===== src/rtl/y86_pkg.sv =====
// Shared Y86-64 encodings and field widths used by the pipeline-stage registers.
package y86_pkg;

   localparam int STAT_W  = 3;
   localparam int ICODE_W = 4;
   localparam int REGID_W = 4;

   localparam logic [STAT_W-1:0]  STAT_AOK = 3'd1;
   localparam logic [STAT_W-1:0]  STAT_HLT = 3'd2;
   localparam logic [STAT_W-1:0]  STAT_ADR = 3'd3;
   localparam logic [STAT_W-1:0]  STAT_INS = 3'd4;

   localparam logic [ICODE_W-1:0] ICODE_NOP = 4'h1;
   localparam logic [REGID_W-1:0] RNONE     = 4'hF;

endpackage


===== src/rtl/y86_sat_counter.sv =====
// Saturating up-counter with synchronous clear (clear beats increment) and async active-low reset.
module y86_sat_counter #(
   parameter int CNT_W = 32
) (
   input  logic             clk,
   input  logic             rst_n,
   input  logic             inc,
   input  logic             clr,
   output logic [CNT_W-1:0] count
);

   always_ff @(posedge clk or negedge rst_n) begin
      if (!rst_n) begin
         count <= '0;
      end else if (clr) begin
         count <= '0;
      end else if (inc && (count != {CNT_W{1'b1}})) begin
         count <= count + 1'b1;
      end
   end

endmodule


===== src/rtl/y86_pipe_reg.sv =====
// Y86-64 pipeline-stage register with stall/bubble control, valid tracking and conflict flag.
// Optional stall/bubble cycle counters are compiled in with Y86_PIPE_REG_PERF_EN.
module y86_pipe_reg
   import y86_pkg::*;
#(
   parameter int NUM_REGID = 2,
   parameter int NUM_WORDS = 4,
   parameter int WORD_W    = 64,
   parameter int CNT_W     = 32
) (
   input  logic                          clk,
   input  logic                          rst_n,
   input  logic                          stall_i,
   input  logic                          bubble_i,
   input  logic [STAT_W-1:0]             in_stat,
   input  logic [ICODE_W-1:0]            in_icode,
   input  logic [3:0]                    in_ifun,
   input  logic [REGID_W*NUM_REGID-1:0]  in_regid,
   input  logic [WORD_W*NUM_WORDS-1:0]   in_words,
   output logic [STAT_W-1:0]             out_stat,
   output logic [ICODE_W-1:0]            out_icode,
   output logic [3:0]                    out_ifun,
   output logic [REGID_W*NUM_REGID-1:0]  out_regid,
   output logic [WORD_W*NUM_WORDS-1:0]   out_words,
   output logic                          out_valid,
   output logic                          conflict_o
`ifdef Y86_PIPE_REG_PERF_EN
   ,
   input  logic                          perf_clr_i,
   output logic [CNT_W-1:0]              stall_cnt_o,
   output logic [CNT_W-1:0]              bubble_cnt_o
`endif
);

   localparam logic [REGID_W*NUM_REGID-1:0] BUBBLE_REGID = {NUM_REGID{RNONE}};

   generate
      if (NUM_REGID < 1 || NUM_WORDS < 1 || WORD_W < 1 || CNT_W < 1) begin : g_bad_params
         $error("y86_pipe_reg: NUM_REGID, NUM_WORDS, WORD_W and CNT_W must all be >= 1");
      end
   endgenerate

   // Stall has priority over bubble; the reset value equals the bubble value.
   always_ff @(posedge clk or negedge rst_n) begin
      if (!rst_n) begin
         out_stat   <= STAT_AOK;
         out_icode  <= ICODE_NOP;
         out_ifun   <= 4'h0;
         out_regid  <= BUBBLE_REGID;
         out_words  <= '0;
         out_valid  <= 1'b0;
         conflict_o <= 1'b0;
      end else begin
         conflict_o <= stall_i & bubble_i;
         if (!stall_i) begin
            if (bubble_i) begin
               out_stat  <= STAT_AOK;
               out_icode <= ICODE_NOP;
               out_ifun  <= 4'h0;
               out_regid <= BUBBLE_REGID;
               out_words <= '0;
               out_valid <= 1'b0;
            end else begin
               out_stat  <= in_stat;
               out_icode <= in_icode;
               out_ifun  <= in_ifun;
               out_regid <= in_regid;
               out_words <= in_words;
               out_valid <= 1'b1;
            end
         end
      end
   end

`ifdef Y86_PIPE_REG_PERF_EN
   // A stall+bubble conflict cycle is counted as a stall only.
   y86_sat_counter #(.CNT_W(CNT_W)) u_stall_cnt (
      .clk   (clk),
      .rst_n (rst_n),
      .inc   (stall_i),
      .clr   (perf_clr_i),
      .count (stall_cnt_o)
   );

   y86_sat_counter #(.CNT_W(CNT_W)) u_bubble_cnt (
      .clk   (clk),
      .rst_n (rst_n),
      .inc   (bubble_i & ~stall_i),
      .clr   (perf_clr_i),
      .count (bubble_cnt_o)
   );
`endif

endmodule


===== config.mk =====
export PLATFORM = sky130hd
export DESIGN_NAME = y86_pipe_reg
export DESIGN_NICKNAME = d
export VERILOG_FILES = /design/src/rtl/y86_pkg.sv /design/src/rtl/y86_sat_counter.sv /design/src/rtl/y86_pipe_reg.sv
export SDC_FILE = /design/constraint.sdc
export NUM_CORES = 1
export LEC_CHECK = 0
export CORE_AREA = 4 4 215 217
export DETAILED_ROUTE_END_ITERATION = 6
export DIE_AREA = 0 0 219 221
export GPL_ROUTABILITY_DRIVEN = 1
export HOLD_SLACK_MARGIN = 0.08
export PLACE_DENSITY = 0.68
export SYNTH_ARGS = -nofsm -noshare
export SYNTH_HDL_FRONTEND = slang
export SYNTH_SLANG_ARGS = --single-unit

===== constraint.sdc =====
create_clock -name clk -period 0.8 [get_ports clk]
set_input_delay 0.08 -clock clk [delete_from_list [all_inputs] [get_ports clk]]
set_output_delay 0.08 -clock clk [all_outputs]
set_load 0.05 [all_outputs]

==> metrics.txt <==
# TYPE chip_impl_metric gauge
chip_impl_metric{name="holdPathStages",unit=""} 4
chip_impl_metric{name="hold_violations",unit=""} 0
chip_impl_metric{name="yosys.cell_types.count",unit=""} 19
chip_impl_metric{name="vdd_drop_max",unit="uV"} 1348
chip_impl_metric{name="synth.yosys.warnings",unit=""} 0
chip_impl_metric{name="post_synthesis_register_bit_count",unit=""} 277
chip_impl_info{name="timing.critical_path.slowest_stage_cell",value="dfstp_2"} 1
chip_impl_metric{name="initial_core_util",unit="%"} 26.49
chip_impl_metric{name="maxSlewViolCount",unit=""} 0
chip_impl_info{name="critical_path.endpoint_type",value="output port"} 1
chip_impl_metric{name="crit_arrival",unit="ns"} 1.27
chip_impl_metric{name="cp_data_required_time",unit="ns"} 0.72
chip_impl_metric{name="htreeDepth",unit=""} 1
chip_impl_metric{name="slew_headroom",unit="%"} 71.36
chip_impl_info{name="synth-main-ff-cell",value="dfrtp_1"} 1
chip_impl_metric{name="comb_power_share",unit="%"} 31.4
chip_impl_metric{name="postRouteAntennaNets",unit=""} 0
chip_impl_info{name="critical_path_cell_sequence",value="buf_12"} 1
chip_impl_metric{name="clock_sinks",unit=""} 277
chip_impl_info{name="synth_commonest_cells",value="271 x nand2_1, 269 x o21ai_1, 267 x dfrtp_1"} 1
chip_impl_metric{name="slew_at_the_pin_with_the_worst_max_slew_slack",unit="ns"} 0.4295
chip_impl_metric{name="grt_max_degree",unit=""} 48
chip_impl_metric{name="r2r.worst_path.cells",unit=""} 3
chip_impl_metric{name="cp.depth",unit=""} 1
chip_impl_metric{name="syn-mean-instance-area",unit="sq um"} 9.838
chip_impl_metric{name="netlist_instances",unit=""} 1188
chip_impl_metric{name="fin_setup_tns",unit="ns"} -115.53
chip_impl_metric{name="worst_slack",unit="ns"} -0.5548
chip_impl_metric{name="async_reset_ff_share",unit="%"} 100.0
chip_impl_metric{name="die_y",unit="microns"} 221
chip_impl_metric{name="clk_latency",unit="ns"} 0.55
chip_impl_info{name="rsz0062_at_grt",value="yes"} 1
chip_impl_metric{name="max-clock-path-buffers",unit=""} 3
chip_impl_metric{name="number_of_global_route_vias_before_repair",unit=""} 12489
chip_impl_metric{name="synth_edf_count",unit=""} 0
chip_impl_metric{name="maxClockFrequency",unit="GHz"} 0.7381
chip_impl_metric{name="synth.net_count",unit=""} 1467
chip_impl_info{name="failing_checks",value="setup timing"} 1
chip_impl_metric{name="first_iter_violations",unit=""} 502
chip_impl_metric{name="synth-seq-area-share",unit="%"} 59.42
chip_impl_metric{name="tcrit_tclk_final",unit="%"} 169.3
chip_impl_metric{name="switching_share",unit="%"} 31.28
chip_impl_metric{name="p_leak",unit="nW"} 9.908
chip_impl_metric{name="wire_per_inst",unit="microns"} 18.26
chip_impl_metric{name="final_core_util",unit="%"} 53.86
chip_impl_metric{name="internal-power",unit="mW"} 30.09
chip_impl_info{name="synth_largest_area_cell",value="dfrtp_1"} 1
chip_impl_metric{name="placementRows",unit=""} 77
chip_impl_metric{name="pwr_density_cell",unit="mW/mm^2"} 1843
chip_impl_metric{name="drc",unit=""} 0
chip_impl_metric{name="ratio_of_cells_with_drive_above_1_in_the_final_layout",unit="%"} 39.68
chip_impl_metric{name="power.net_switching",unit="mW"} 13.70
chip_impl_metric{name="die_area",unit="sq mm"} 0.04840
chip_impl_info{name="synth_area_leaders",value="dfrtp_1 57%, nand2b_1 14%, o21ai_1 12%"} 1
chip_impl_metric{name="chipWidth",unit="microns"} 219
chip_impl_info{name="synth.most_common_cell",value="nand2_1"} 1
chip_impl_metric{name="critical_path_peak_fanout",unit=""} 2
chip_impl_metric{name="antenna_found_initial",unit=""} 2
chip_impl_metric{name="synthDominantCellAreaShare",unit="%"} 57.17
chip_impl_metric{name="critPathBufInv",unit=""} 1
chip_impl_info{name="timing_worst_setup_path_type",value="reg2out"} 1
chip_impl_metric{name="synth_area",unit="sq mm"} 0.01169
chip_impl_metric{name="cts_inserted_buffers",unit=""} 31
chip_impl_metric{name="fin_skew",unit="ns"} 0
chip_impl_metric{name="drt-total-wl",unit="mm"} 45.87
chip_impl_metric{name="finalNetCount",unit=""} 2174
chip_impl_metric{name="max_stage_delay",unit="ns"} 0.58
chip_impl_metric{name="detailedPlace.worstSlack",unit="ns"} -0.2044
chip_impl_metric{name="clkPwrFrac",unit="%"} 30.6
chip_impl_info{name="root_buffer",value="clkbuf_16"} 1
chip_impl_metric{name="drt-vias-per-instance",unit=""} 4.479
chip_impl_metric{name="vias",unit=""} 11250
chip_impl_info{name="min_path_type",value="in2reg"} 1
chip_impl_metric{name="gr-usage-all-layers",unit="%"} 18.36
chip_impl_metric{name="synthesis_to_finish_area_growth",unit="%"} 103.3
chip_impl_metric{name="seqPwrFrac",unit="%"} 38.0
chip_impl_metric{name="finalCriticalPeriod",unit="ns"} 1.355
chip_impl_info{name="critPathLaunchType",value="flip-flop"} 1
chip_impl_info{name="tritoncts",value="built"} 1
chip_impl_info{name="status",value="complete, but fails checks"} 1
chip_impl_metric{name="dp.final_hpwl",unit="mm"} 32.65
chip_impl_metric{name="grt_pass1_wl",unit="mm"} 71.48
chip_impl_metric{name="drt_pre_antenna_iters",unit=""} 4
chip_impl_metric{name="clock_transition_at_the_registers_of_the_reported_paths",unit="ns"} 0.06
chip_impl_metric{name="max_cap_viols",unit=""} 0
chip_impl_info{name="path_delay_family",value="flip-flops"} 1
chip_impl_metric{name="placeableCoreArea",unit="sq mm"} 0.04412
chip_impl_metric{name="gr-total-overflow",unit=""} 0
chip_impl_metric{name="num_io_pins",unit=""} 556
chip_impl_metric{name="portBuffers",unit=""} 555
chip_impl_metric{name="setup_viol",unit=""} 293
chip_impl_metric{name="routabilityCongestion",unit=""} 0.8584
per-stage QoR:
step | instances | area [sq um] | hold slack (ns) | total power [mW]
final | 2512 | 23760 | 0.03366 | 43.79
after global routing | 2512 | 23760 | 0.02809 | 45.55
after CTS | 2586 | 24290 | -0.006256 | 44.28
after detailed placement | 2327 | 21330 | 0.01480 | 29.88
after global placement | 2327 | 21330 | 0.01082 | 29.71
after floorplan | 1188 | 12020 | -0.2156 | 21.92
cell families after synthesis:
group                  Yosys count  synth area share, %
AO/OA/AOI/OAI                  276                11.97
buffers and inverters           91                5.396
AND/OR/NAND/NOR                544                23.22
flip-flops                     277                59.42
registers in the layout, summed over array words and instances, names as in the netlist:
| name | count |
|---|---|
| out_valid | 1 |
| conflict_o | 1 |
| out_icode | 4 |
| out_stat | 3 |
| out_regid | 8 |
| out_words | 256 |
| out_ifun | 4 |
worst paths after layout:
check / endpoint / slack, ns / from
min in group asynchronous: out_words[248] / 0.09 / rst_n
worst min-delay path: out_words[252] / 0.03 / stall_i
worst max register to register: out_stat[2] / -0.18 / out_stat[2]
worst max-delay path: out_regid[0] / -0.55 / out_regid[0]
worst min register to register: out_regid[5] / 0.49 / out_regid[5]
max in group asynchronous: out_words[146] / 0.20 / rst_n
cells in the final DEF, fill, tap and decap left out, drive strengths merged, types with 5 or more instances in the layout:
master	synthesis	layout
clkinv	0	5
nor2	11	11
nand2b	261	261
dlymetal6s4s	0	16
clkbuf	23	51
dfstp	10	10
nand2	271	271
o21ai	271	271
buf	68	396
clkdlybuf4s50	0	181
dlygate4sd3	0	171
dfrtp	267	267
metal layers:
layer / global-route usage [%] / up-vias / share of wire, %
li1: - / 5232 / -
met1: 20.23 / 5457 / 36
met2: 32.77 / 461 / 51
met3: 5.926 / 100 / 8.9
met4: 6.972 / 0 / 4.1
met5: 0 / - / 0
repair_timing:
item                                    in CTS  in global routing
resized for setup                            2                 90
endpoints found under the setup margin     277                441
hold buffers                               191                  2
pin swaps                                    0                 61
endpoints found under the hold margin      486                 24
buffers inserted                            12                 24
power by group through the flow:
stage / Sequential [mW] / Combinational, mW / Clock (mW)
after detailed placement: 16.9 / 13.0 / 0
final: 16.6 / 13.8 / 13.4
after global placement: 16.8 / 12.9 / 0
after floorplan: 20.0 / 1.87 / 0
after CTS: 16.6 / 13.9 / 13.7
after global routing: 16.8 / 14.4 / 14.4
area by class of cell:
cell class                      instances  area, sq um
Clock buffer                           50        917.1
Fill cell                            3574        20360
Clock inverter                          6        33.78
Tap cell                              592        740.7
Multi-Input combinational cell        820         4273
Sequential cell                       277         7277
Antenna cell                            2        5.005
Timing Repair Buffer                  765        10520
Power figures use the tool's default switching activity.
